File: src/rtl/mem_port_arbiter_pkg.sv
// Shared types and default sizing for the memory port arbiter.
// The response-tracking struct is sized from the package defaults.
// Keep the top-level parameter overrides in step with these values.
package mem_port_arbiter_pkg;

  localparam int MEM_ARB_N_PORTS    = 2;
  localparam int MEM_ARB_RESP_DEPTH = 4;
  localparam int MEM_ARB_RLEN_W     = 5;
  localparam int MEM_ARB_ID_W       = (MEM_ARB_N_PORTS > 1) ? $clog2(MEM_ARB_N_PORTS) : 1;

  // The arbiter is either free to pick a port or held on the port it already granted.
  typedef enum logic {
    ARB_IDLE   = 1'b0,
    ARB_LOCKED = 1'b1
  } arb_state_e;

  // One in-flight read burst: who asked for it and how many beats remain after the first.
  typedef struct packed {
    logic [MEM_ARB_ID_W-1:0]   id;
    logic [MEM_ARB_RLEN_W-1:0] rlen;
  } mem_arb_resp_t;

endpackage

File: src/rtl/mem_port_arbiter_if.sv
// Bus bundle between the requesters, the arbiter and the external memory port.
// The arbiter uses the slave view; requesters and the memory model use the master view.
interface mem_port_arbiter_if
  import mem_port_arbiter_pkg::*;
#(
  parameter int N_PORTS = MEM_ARB_N_PORTS,
  parameter int RLEN_W  = MEM_ARB_RLEN_W
);

  // Requester side
  logic [N_PORTS-1:0]             req_request;
  logic [N_PORTS-1:0][29:0]       req_addr;
  logic [N_PORTS-1:0]             req_rnw;
  logic [N_PORTS-1:0][RLEN_W-1:0] req_rlen;
  logic [N_PORTS-1:0][31:0]       req_wdata;
  logic [N_PORTS-1:0][3:0]        req_wbe;
  logic [N_PORTS-1:0]             req_ack;
  logic [N_PORTS-1:0]             req_rvalid;
  logic [31:0]                    req_rdata;

  // Memory side
  logic                           mem_request;
  logic [29:0]                    mem_addr;
  logic                           mem_rnw;
  logic [RLEN_W-1:0]              mem_rlen;
  logic [31:0]                    mem_wdata;
  logic [3:0]                     mem_wbe;
  logic                           mem_ack;
  logic                           mem_rvalid;
  logic [31:0]                    mem_rdata;
  logic                           write_outstanding;
  logic [N_PORTS-1:0]             port_write_outstanding;

  modport slave (
    input  req_request, req_addr, req_rnw, req_rlen, req_wdata, req_wbe,
    output req_ack, req_rvalid, req_rdata,
    output mem_request, mem_addr, mem_rnw, mem_rlen, mem_wdata, mem_wbe,
    input  mem_ack, mem_rvalid, mem_rdata, write_outstanding,
    output port_write_outstanding
  );

  modport master (
    output req_request, req_addr, req_rnw, req_rlen, req_wdata, req_wbe,
    input  req_ack, req_rvalid, req_rdata,
    input  mem_request, mem_addr, mem_rnw, mem_rlen, mem_wdata, mem_wbe,
    output mem_ack, mem_rvalid, mem_rdata, write_outstanding,
    input  port_write_outstanding
  );

endinterface

File: src/rtl/mem_port_arbiter_fifo.sv
// Small synchronous FIFO holding the outstanding read bursts in issue order.
// A push and a pop in the same cycle are both honoured, including when full.
module mem_port_arbiter_fifo #(
  parameter int DATA_W = 8,
  parameter int DEPTH  = 4
) (
  input  logic              clk,
  input  logic              rst,
  input  logic              push,
  input  logic              pop,
  input  logic [DATA_W-1:0] data_in,
  output logic [DATA_W-1:0] data_out,
  output logic              empty,
  output logic              full
);

  localparam int PTR_W = $clog2(DEPTH);

  logic [DATA_W-1:0] mem [DEPTH];
  logic [PTR_W-1:0]  wr_ptr;
  logic [PTR_W-1:0]  rd_ptr;
  logic [PTR_W:0]    count;

  // Storage write.
  // NOTE: the data array has no reset; the pointers and count define which entries are valid,
  // so clearing the array would only add reset fan-out.
  always_ff @(posedge clk) begin
    if (push) mem[wr_ptr] <= data_in;
  end

  // Pointer and occupancy tracking.
  always_ff @(posedge clk) begin
    if (rst) begin
      wr_ptr <= '0;
      rd_ptr <= '0;
      count  <= '0;
    end else begin
      if (push) wr_ptr <= wr_ptr + 1'b1;
      if (pop)  rd_ptr <= rd_ptr + 1'b1;
      case ({push, pop})
        2'b10:   count <= count + 1'b1;
        2'b01:   count <= count - 1'b1;
        default: count <= count;
      endcase
    end
  end

  assign data_out = mem[rd_ptr];
  assign empty    = (count == '0);
  assign full     = (count == (PTR_W+1)'(DEPTH));

endmodule

File: src/rtl/mem_port_arbiter.sv
// Round-robin arbiter sharing one memory port between N requesters.
// A grant that is not accepted immediately is held until mem_ack; read bursts are
// queued in issue order so returning beats are steered to the port that asked.
module mem_port_arbiter
  import mem_port_arbiter_pkg::*;
#(
  parameter int N_PORTS    = MEM_ARB_N_PORTS,
  parameter int RESP_DEPTH = MEM_ARB_RESP_DEPTH,
  parameter int RLEN_W     = MEM_ARB_RLEN_W
) (
  input logic               clk,
  input logic               rst,
  mem_port_arbiter_if.slave bus
);

  typedef logic [MEM_ARB_ID_W-1:0] id_t;

  arb_state_e         state;
  arb_state_e         state_next;
  id_t                lock_id;
  id_t                lock_id_next;
  id_t                prio_ptr;
  logic [N_PORTS-1:0] eligible;
  logic               pick_valid;
  id_t                pick_id;
  logic               gnt_valid;
  id_t                gnt_id;
  logic               accept;
  logic [N_PORTS-1:0] wr_set;
  logic [N_PORTS-1:0] wr_flag;

  logic               resp_push;
  logic               resp_pop;
  logic               resp_empty;
  logic               resp_full;
  mem_arb_resp_t      resp_in;
  mem_arb_resp_t      resp_head;
  logic [RLEN_W-1:0]  beat_cnt;
  logic               beat_ok;
  logic               last_beat;

  // A read can only be granted while the response queue has room; writes always can.
  // The queue's full flag is registered, so a pop this cycle does not help a read this cycle.
  always_comb begin
    for (int p = 0; p < N_PORTS; p++) begin
      eligible[p] = bus.req_request[p] & (~bus.req_rnw[p] | ~resp_full);
    end
  end

  // Round-robin priority encoder: first eligible port at or after prio_ptr.
  always_comb begin
    id_t cand;
    // NOTE: every combinational output gets a default before any branch, otherwise a path
    // that skips the assignment infers a latch.
    pick_valid = 1'b0;
    pick_id    = '0;
    cand       = '0;
    for (int i = 0; i < N_PORTS; i++) begin
      cand = id_t'((int'(prio_ptr) + i) % N_PORTS);
      if (!pick_valid && eligible[cand]) begin
        pick_valid = 1'b1;
        pick_id    = cand;
      end
    end
  end

  // Grant FSM: IDLE grants the encoder's choice; LOCKED holds the same port until accepted.
  always_comb begin
    state_next   = state;
    lock_id_next = lock_id;
    gnt_valid    = 1'b0;
    gnt_id       = pick_id;
    case (state)
      ARB_IDLE: begin
        gnt_valid = pick_valid;
        gnt_id    = pick_id;
        if (pick_valid && !bus.mem_ack) begin
          state_next   = ARB_LOCKED;
          lock_id_next = pick_id;
        end
      end
      ARB_LOCKED: begin
        gnt_valid = 1'b1;
        gnt_id    = lock_id;
        if (bus.mem_ack) state_next = ARB_IDLE;
      end
      default: state_next = ARB_IDLE;
    endcase
    if (rst) gnt_valid = 1'b0;
  end

  // Drive the granted port's fields downstream and return the acknowledge to it.
  always_comb begin
    bus.mem_request = gnt_valid;
    bus.mem_addr    = bus.req_addr[gnt_id];
    bus.mem_rnw     = bus.req_rnw[gnt_id];
    bus.mem_rlen    = bus.req_rlen[gnt_id];
    bus.mem_wdata   = bus.req_wdata[gnt_id];
    bus.mem_wbe     = bus.req_wbe[gnt_id];
    accept          = gnt_valid & bus.mem_ack;
    bus.req_ack     = '0;
    if (accept) bus.req_ack[gnt_id] = 1'b1;
    wr_set = bus.mem_rnw ? '0 : bus.req_ack;
  end

  // State register, lock owner and round-robin pointer.
  // NOTE: sequential state uses non-blocking assignments so every register samples the
  // pre-edge values, independent of statement order.
  always_ff @(posedge clk) begin
    if (rst) begin
      state    <= ARB_IDLE;
      lock_id  <= '0;
      prio_ptr <= '0;
    end else begin
      state   <= state_next;
      lock_id <= lock_id_next;
      if (accept) prio_ptr <= (gnt_id == id_t'(N_PORTS - 1)) ? '0 : gnt_id + 1'b1;
    end
  end

  // Queue every accepted read; the head entry owns the beats currently returning.
  always_comb begin
    resp_in      = '0;
    resp_in.id   = gnt_id;
    resp_in.rlen = bus.req_rlen[gnt_id];
  end

  assign resp_push = accept & bus.mem_rnw;
  assign beat_ok   = bus.mem_rvalid & ~resp_empty & ~rst;
  assign last_beat = beat_ok && (beat_cnt == resp_head.rlen);
  assign resp_pop  = last_beat;

  mem_port_arbiter_fifo #(
    .DATA_W ($bits(mem_arb_resp_t)),
    .DEPTH  (RESP_DEPTH)
  ) u_resp_fifo (
    .clk      (clk),
    .rst      (rst),
    .push     (resp_push),
    .pop      (resp_pop),
    .data_in  (resp_in),
    .data_out (resp_head),
    .empty    (resp_empty),
    .full     (resp_full)
  );

  // Steer each beat to the owner of the oldest outstanding burst.
  always_comb begin
    bus.req_rvalid = '0;
    if (beat_ok) bus.req_rvalid[resp_head.id] = 1'b1;
  end

  assign bus.req_rdata = bus.mem_rdata;

  // Count beats within the head burst; wrap to zero when its last beat arrives.
  always_ff @(posedge clk) begin
    if (rst)          beat_cnt <= '0;
    else if (beat_ok) beat_cnt <= last_beat ? '0 : beat_cnt + 1'b1;
  end

  // Remember which ports wrote since write_outstanding last dropped.
  always_ff @(posedge clk) begin
    if (rst) wr_flag <= '0;
    else     wr_flag <= wr_set | (wr_flag & {N_PORTS{bus.write_outstanding | (|wr_set)}});
  end

  assign bus.port_write_outstanding = wr_flag & {N_PORTS{bus.write_outstanding}};

  // A beat with no burst outstanding means the downstream side lost track of us.
  a_no_orphan_beat: assert property (@(posedge clk) disable iff (rst) !(bus.mem_rvalid && resp_empty));

endmodule

File: src/flat_wrapper.sv
// flat-port wrapper written by rule: the top's interface ports become plain ports
module mem_port_arbiter_flat import mem_port_arbiter_pkg::*;
#(
  parameter int N_PORTS    = MEM_ARB_N_PORTS,
  parameter int RESP_DEPTH = MEM_ARB_RESP_DEPTH,
  parameter int RLEN_W     = MEM_ARB_RLEN_W
)
  (clk, rst, bus_req_request, bus_req_addr, bus_req_rnw, bus_req_rlen, bus_req_wdata, bus_req_wbe, bus_req_ack, bus_req_rvalid, bus_req_rdata, bus_mem_request, bus_mem_addr, bus_mem_rnw, bus_mem_rlen, bus_mem_wdata, bus_mem_wbe, bus_mem_ack, bus_mem_rvalid, bus_mem_rdata, bus_write_outstanding, bus_port_write_outstanding);
  mem_port_arbiter_if #(.N_PORTS(N_PORTS), .RLEN_W(RLEN_W)) bus_i ();
  input logic clk;
  input logic rst;
  input wire logic [$bits(bus_i.req_request)-1:0] bus_req_request;
  input wire logic [$bits(bus_i.req_addr)-1:0] bus_req_addr;
  input wire logic [$bits(bus_i.req_rnw)-1:0] bus_req_rnw;
  input wire logic [$bits(bus_i.req_rlen)-1:0] bus_req_rlen;
  input wire logic [$bits(bus_i.req_wdata)-1:0] bus_req_wdata;
  input wire logic [$bits(bus_i.req_wbe)-1:0] bus_req_wbe;
  output wire logic [$bits(bus_i.req_ack)-1:0] bus_req_ack;
  output wire logic [$bits(bus_i.req_rvalid)-1:0] bus_req_rvalid;
  output wire logic [$bits(bus_i.req_rdata)-1:0] bus_req_rdata;
  output wire logic [$bits(bus_i.mem_request)-1:0] bus_mem_request;
  output wire logic [$bits(bus_i.mem_addr)-1:0] bus_mem_addr;
  output wire logic [$bits(bus_i.mem_rnw)-1:0] bus_mem_rnw;
  output wire logic [$bits(bus_i.mem_rlen)-1:0] bus_mem_rlen;
  output wire logic [$bits(bus_i.mem_wdata)-1:0] bus_mem_wdata;
  output wire logic [$bits(bus_i.mem_wbe)-1:0] bus_mem_wbe;
  input wire logic [$bits(bus_i.mem_ack)-1:0] bus_mem_ack;
  input wire logic [$bits(bus_i.mem_rvalid)-1:0] bus_mem_rvalid;
  input wire logic [$bits(bus_i.mem_rdata)-1:0] bus_mem_rdata;
  input wire logic [$bits(bus_i.write_outstanding)-1:0] bus_write_outstanding;
  output wire logic [$bits(bus_i.port_write_outstanding)-1:0] bus_port_write_outstanding;
  assign bus_i.req_request = bus_req_request;
  assign bus_i.req_addr = bus_req_addr;
  assign bus_i.req_rnw = bus_req_rnw;
  assign bus_i.req_rlen = bus_req_rlen;
  assign bus_i.req_wdata = bus_req_wdata;
  assign bus_i.req_wbe = bus_req_wbe;
  assign bus_req_ack = bus_i.req_ack;
  assign bus_req_rvalid = bus_i.req_rvalid;
  assign bus_req_rdata = bus_i.req_rdata;
  assign bus_mem_request = bus_i.mem_request;
  assign bus_mem_addr = bus_i.mem_addr;
  assign bus_mem_rnw = bus_i.mem_rnw;
  assign bus_mem_rlen = bus_i.mem_rlen;
  assign bus_mem_wdata = bus_i.mem_wdata;
  assign bus_mem_wbe = bus_i.mem_wbe;
  assign bus_i.mem_ack = bus_mem_ack;
  assign bus_i.mem_rvalid = bus_mem_rvalid;
  assign bus_i.mem_rdata = bus_mem_rdata;
  assign bus_i.write_outstanding = bus_write_outstanding;
  assign bus_port_write_outstanding = bus_i.port_write_outstanding;
  mem_port_arbiter #(.N_PORTS(N_PORTS), .RESP_DEPTH(RESP_DEPTH), .RLEN_W(RLEN_W)) u_core (.clk(clk), .rst(rst), .bus(bus_i));
endmodule
File: config.mk
export PLATFORM = sky130hd
export DESIGN_NAME = mem_port_arbiter_flat
export DESIGN_NICKNAME = d
export VERILOG_FILES = /design/src/rtl/mem_port_arbiter_pkg.sv /design/src/rtl/mem_port_arbiter_if.sv /design/src/rtl/mem_port_arbiter_fifo.sv /design/src/rtl/mem_port_arbiter.sv /design/src/flat_wrapper.sv
export SDC_FILE = /design/constraint.sdc
export NUM_CORES = 1
export LEC_CHECK = 0
export CORE_AREA = 2 2 115 117
export DETAILED_ROUTE_END_ITERATION = 6
export DIE_AREA = 0 0 117 119
export PLACE_DENSITY_LB_ADDON = 0.3
export SYNTH_ARGS = -nofsm -noshare
export SYNTH_HDL_FRONTEND = slang
export SYNTH_SLANG_ARGS = --single-unit
File: constraint.sdc
create_clock -name clk -period 6.7 [get_ports clk]
set_clock_uncertainty 0.1 [all_clocks]
set_input_delay 1.675 -clock clk [delete_from_list [all_inputs] [get_ports clk]]
set_output_delay 1.675 -clock clk [all_outputs]
set_load 0.02 [all_outputs]
==> impl_metrics.py, run 1 <==
metrics = {
    "critical_path": {
        "path_buf_inv": 3,
        "crit_type": "input port to output pin",
        "r2r-end": "u_core.u_resp_fifo.count[2]",
        "r2r_cells": 10,
        "crit_slowest_cell": "clkdlybuf4s50_1",
        "slowest_delay_ns": 0.58,
        "critPathLaunchType": "input port",
        "critPathCaptureType": "output pin",
        "cp.required_ns": 4.93,
        "cpMostUsedCell": "clkdlybuf4s50_1",
        "r2r_slack_ns": 3.42,
        "critPathTopFamily": "buffers and inverters",
        "critPathMaxFanout": 68,
        "cp_cell_sequence": "clkdlybuf4s50_1 -> and4bb_1 -> nor2_2 -> o31ai_4 -> buf_12 -> mux2_1 -> clkdlybuf4s50_1",
        "arrival_ns": 4.28,
    },
    "finish": {
        "nNetsFinal": 662,
        "n_antenna_cell": 0,
        "final_cells": 649,
        "area_growth_pct": 75.7,
        "layout-drive-gt1-share_pct": 11.4,
    },
    "hold_path": {
        "worstHoldPathCells": 2,
        "hold_path_end": "u_core.wr_flag[1]",
        "min_from": "u_core.wr_flag[1]",
        "hold_class": "flip-flop to flip-flop",
    },
    "sta": {
        "fin_tns_setup_ns": 0,
        "max_freq_mhz": 165,
        "hold_violations": 0,
        "setup_violations": 0,
        "slew_violations": 0,
        "rsz0062_at_grt": "no",
        "timing.hold.ws_ns": 0.386,
        "worst_pin_slew_ns": 0.725,
        "fin_crit_sh_pct": 90.4,
        "layout_min_cycle_time_ns": 6.06,
        "slew_headroom_pct": 51.5,
    },
    "synthesis": {
        "synth.avg_cell_area_um2": 11.4,
        "yosysWarnings": 0,
        "ys_seq_area_share_pct": 34.8,
        "synthArstFlopShare_pct": 0,
        "synth_edf_count": 24,
        "synth_cell_type_count": 45,
        "synthCells": 278,
        "synth_area_um2": 3160,
        "synthFlopType": "edfxtp_1",
        "synth_fp_nets": 468,
        "synth-seq-cells": 43,
    },
    "job": {
        "cap_violations": 0,
    },
    "cts": {
        "ctsHoldBuffers": 0,
        "cts_buffers": 5,
        "cts_resized": 0,
        "cts_sinks": 43,
        "cts_buffer_depth": 2,
        "cts_root_buf": "clkbuf_16",
        "cts-htree-levels": 2,
        "cts_tree": "done",
        "postCtsSetupRepairBufs": 0,
        "clkTransAtPathRegs_ns": 0.06,
        "clk_latency_ns": 0.29,
    },
    "detailed_routing": {
        "drtIter0Drc": 186,
        "avgViaCountPerCell": 4.41,
        "dr.pass1.iters": 4,
        "drt-total-wl_um": 10700,
        "post_drt_wl_per_cell_um": 16.5,
        "num_vias": 2865,
        "drc": 0,
        "ant_nets": 0,
    },
    "grt": {
        "grt_pass1_wl_um": 16100,
        "grt_usage_pct": 15.0,
        "grt.overflow.total": 0,
        "grt_max_degree": 69,
        "first_global_vias": 3046,
        "antenna_found_initial": 0,
    },
    "place": {
        "hpwl_um": 8760,
        "dp.cells": 641,
        "place.gp.congestion": 0.904,
        "port_buffers": 229,
    },
    "die": {
        "core_um2": 12900,
        "die_h_um": 119,
        "fp.dieArea_um2": 13900,
        "rows": 42,
        "num_io_pins": 294,
        "start_util_pct": 24.6,
        "die_x_um": 117,
    },
    "power": {
        "p_leak_nw": 1.97,
        "ir_drop_mv": 0.0926,
        "powerDensity_nw_per_um2": 160,
    },
    "outcome": {
        "status": "finished clean",
    },
}
==> registers in the layout, indices dropped and copies added, names as in the netlist, named ones only <==
signal	count
u_core.beat_cnt	5
u_core.lock_id	1
u_core.prio_ptr	1
u_core.state	1
u_core.u_resp_fifo.count	3
u_core.u_resp_fifo.mem	24
u_core.u_resp_fifo.rd_ptr	2
u_core.u_resp_fifo.wr_ptr	2
u_core.wr_flag	2
==> power breakdown <==
group,switching (mW),internal (mW)
combinational,0.130,0.188
sequential,0.00405,0.285
clock,0.106,0.177
==> cells by family (layout without fill, tap and decap cells) <==
| group | after synthesis | count (layout) | share of synthesized area [%] |
|---|---|---|---|
| AO/OA/AOI/OAI | 22 | 22 | 5.42 |
| XOR/XNOR | 10 | 10 | 3.01 |
| adder cells (fa/ha/maj) | 7 | 7 | 3.01 |
| buffers and inverters | 60 | 255 | 12.2 |
| flip-flops | 43 | 43 | 34.8 |
| multiplexers | 82 | 82 | 31.9 |
| AND/OR/NAND/NOR | 54 | 54 | 9.66 |
==> layout make-up <==
class	instances	area, um2
inverter	16	60.1
multi-input combinational	175	1680
sequential	43	1100
fill	1236	7320
clock buffer	5	125
clock inverter	3	46.3
tap	176	220
timing repair buffer	231	2320
==> routing by layer <==
layer / GRT usage (%) / vias up / wire, um
met5: 0 / - / 0
met4: 3.24 / 0 / 168
met3: 4.48 / 22 / 873
met2: 25.8 / 147 / 5240
met1: 18.4 / 1335 / 4420
li1: - / 1361 / -
==> worst register-to-register path, delay by kind of cell, from the launching register on <==
| kind | cells | cell delay, ns |
|---|---|---|
| AO/OA/AOI/OAI | 1 | 0.14 |
| buffers and inverters | 1 | 0.06 |
| flip-flops | 1 | 0.54 |
| multiplexers | 1 | 0.65 |
| adder cells (fa/ha/maj) | 2 | 0.60 |
| AND/OR/NAND/NOR | 3 | 0.76 |
| XOR/XNOR | 2 | 0.36 |
==> how the worst max path moves through the flow <==
stage                              start               to  slack, ns  depth (start not counted)
final                     bus_req_rnw[0]  bus_mem_rlen[3]       0.64                          7
after global routing      bus_req_rnw[0]  bus_mem_rlen[3]       0.49                          7
after CTS                 bus_req_rnw[0]  bus_mem_rlen[3]       0.65                          7
after detailed placement  bus_req_rnw[0]  bus_mem_rlen[3]       0.65                          7
after global placement    bus_req_rnw[0]  bus_mem_rlen[3]       0.68                          7
after floorplan           bus_req_rnw[0]  bus_mem_rlen[3]       1.87                          6
==> stage by stage <==
step | util [%] | instance area [um2] | power (mW) | setup slack [ns]
finish | 43.2 | 5560 | 0.890 | 0.643
global route | 43.2 | 5560 | 0.930 | 0.487
CTS | 43.2 | 5560 | 0.899 | 0.647
detailed placement | 41.8 | 5390 | 0.614 | 0.652
global placement | 41.8 | 5390 | 0.611 | 0.684
floorplan | - | 3160 | 0.458 | 1.87
==> placed cells by master (no fill, tap or decap), types with 6 or more instances in the layout <==
cell type,instances
a21oi_1,8
inv_1,16
mux2_2,35
mux4_1,6
nand2_1,8
clkdlybuf4s50_1,229
nor2_1,16
edfxtp_1,24
mux2_1,37
ha_1,6
dfxtp_1,19
==> cells in the mapped netlist (all sizes together) (2+ instances only) <==
master | count | area, um2
and2 | 4 | 25.0
nor2 | 18 | 77.6
nand4 | 3 | 25.0
nand2 | 9 | 36.3
o21ai | 3 | 15.0
ha | 6 | 75.1
nand4bb | 2 | 22.5
nand3 | 3 | 15.0
xnor2 | 6 | 60.1
buf | 41 | 304
clkbuf | 3 | 21.3
edfxtp | 24 | 721
dfxtp | 19 | 380
a21oi | 8 | 40.0
mux2 | 72 | 811
mux2i | 4 | 40.0
nor3 | 5 | 25.0
o41ai | 3 | 26.3
o31ai | 3 | 46.3
nand3b | 3 | 22.5
mux4 | 6 | 158
inv | 16 | 60.1
nand2b | 2 | 12.5
xor2 | 4 | 35.0
Power figures use the tool's default switching activity.
==> run 2, diff against run 1 <==
--- a/config.mk
+++ b/config.mk
@@ -6,6 +6,7 @@
 export NUM_CORES = 1
 export LEC_CHECK = 0
 export CORE_AREA = 2 2 115 117
+export CTS_CLUSTER_DIAMETER = 100
 export DETAILED_ROUTE_END_ITERATION = 6
 export DIE_AREA = 0 0 117 119
 export PLACE_DENSITY_LB_ADDON = 0.3
==> results of run 2 <==
Final layout, timing and power as in run 1 (identical DEF).
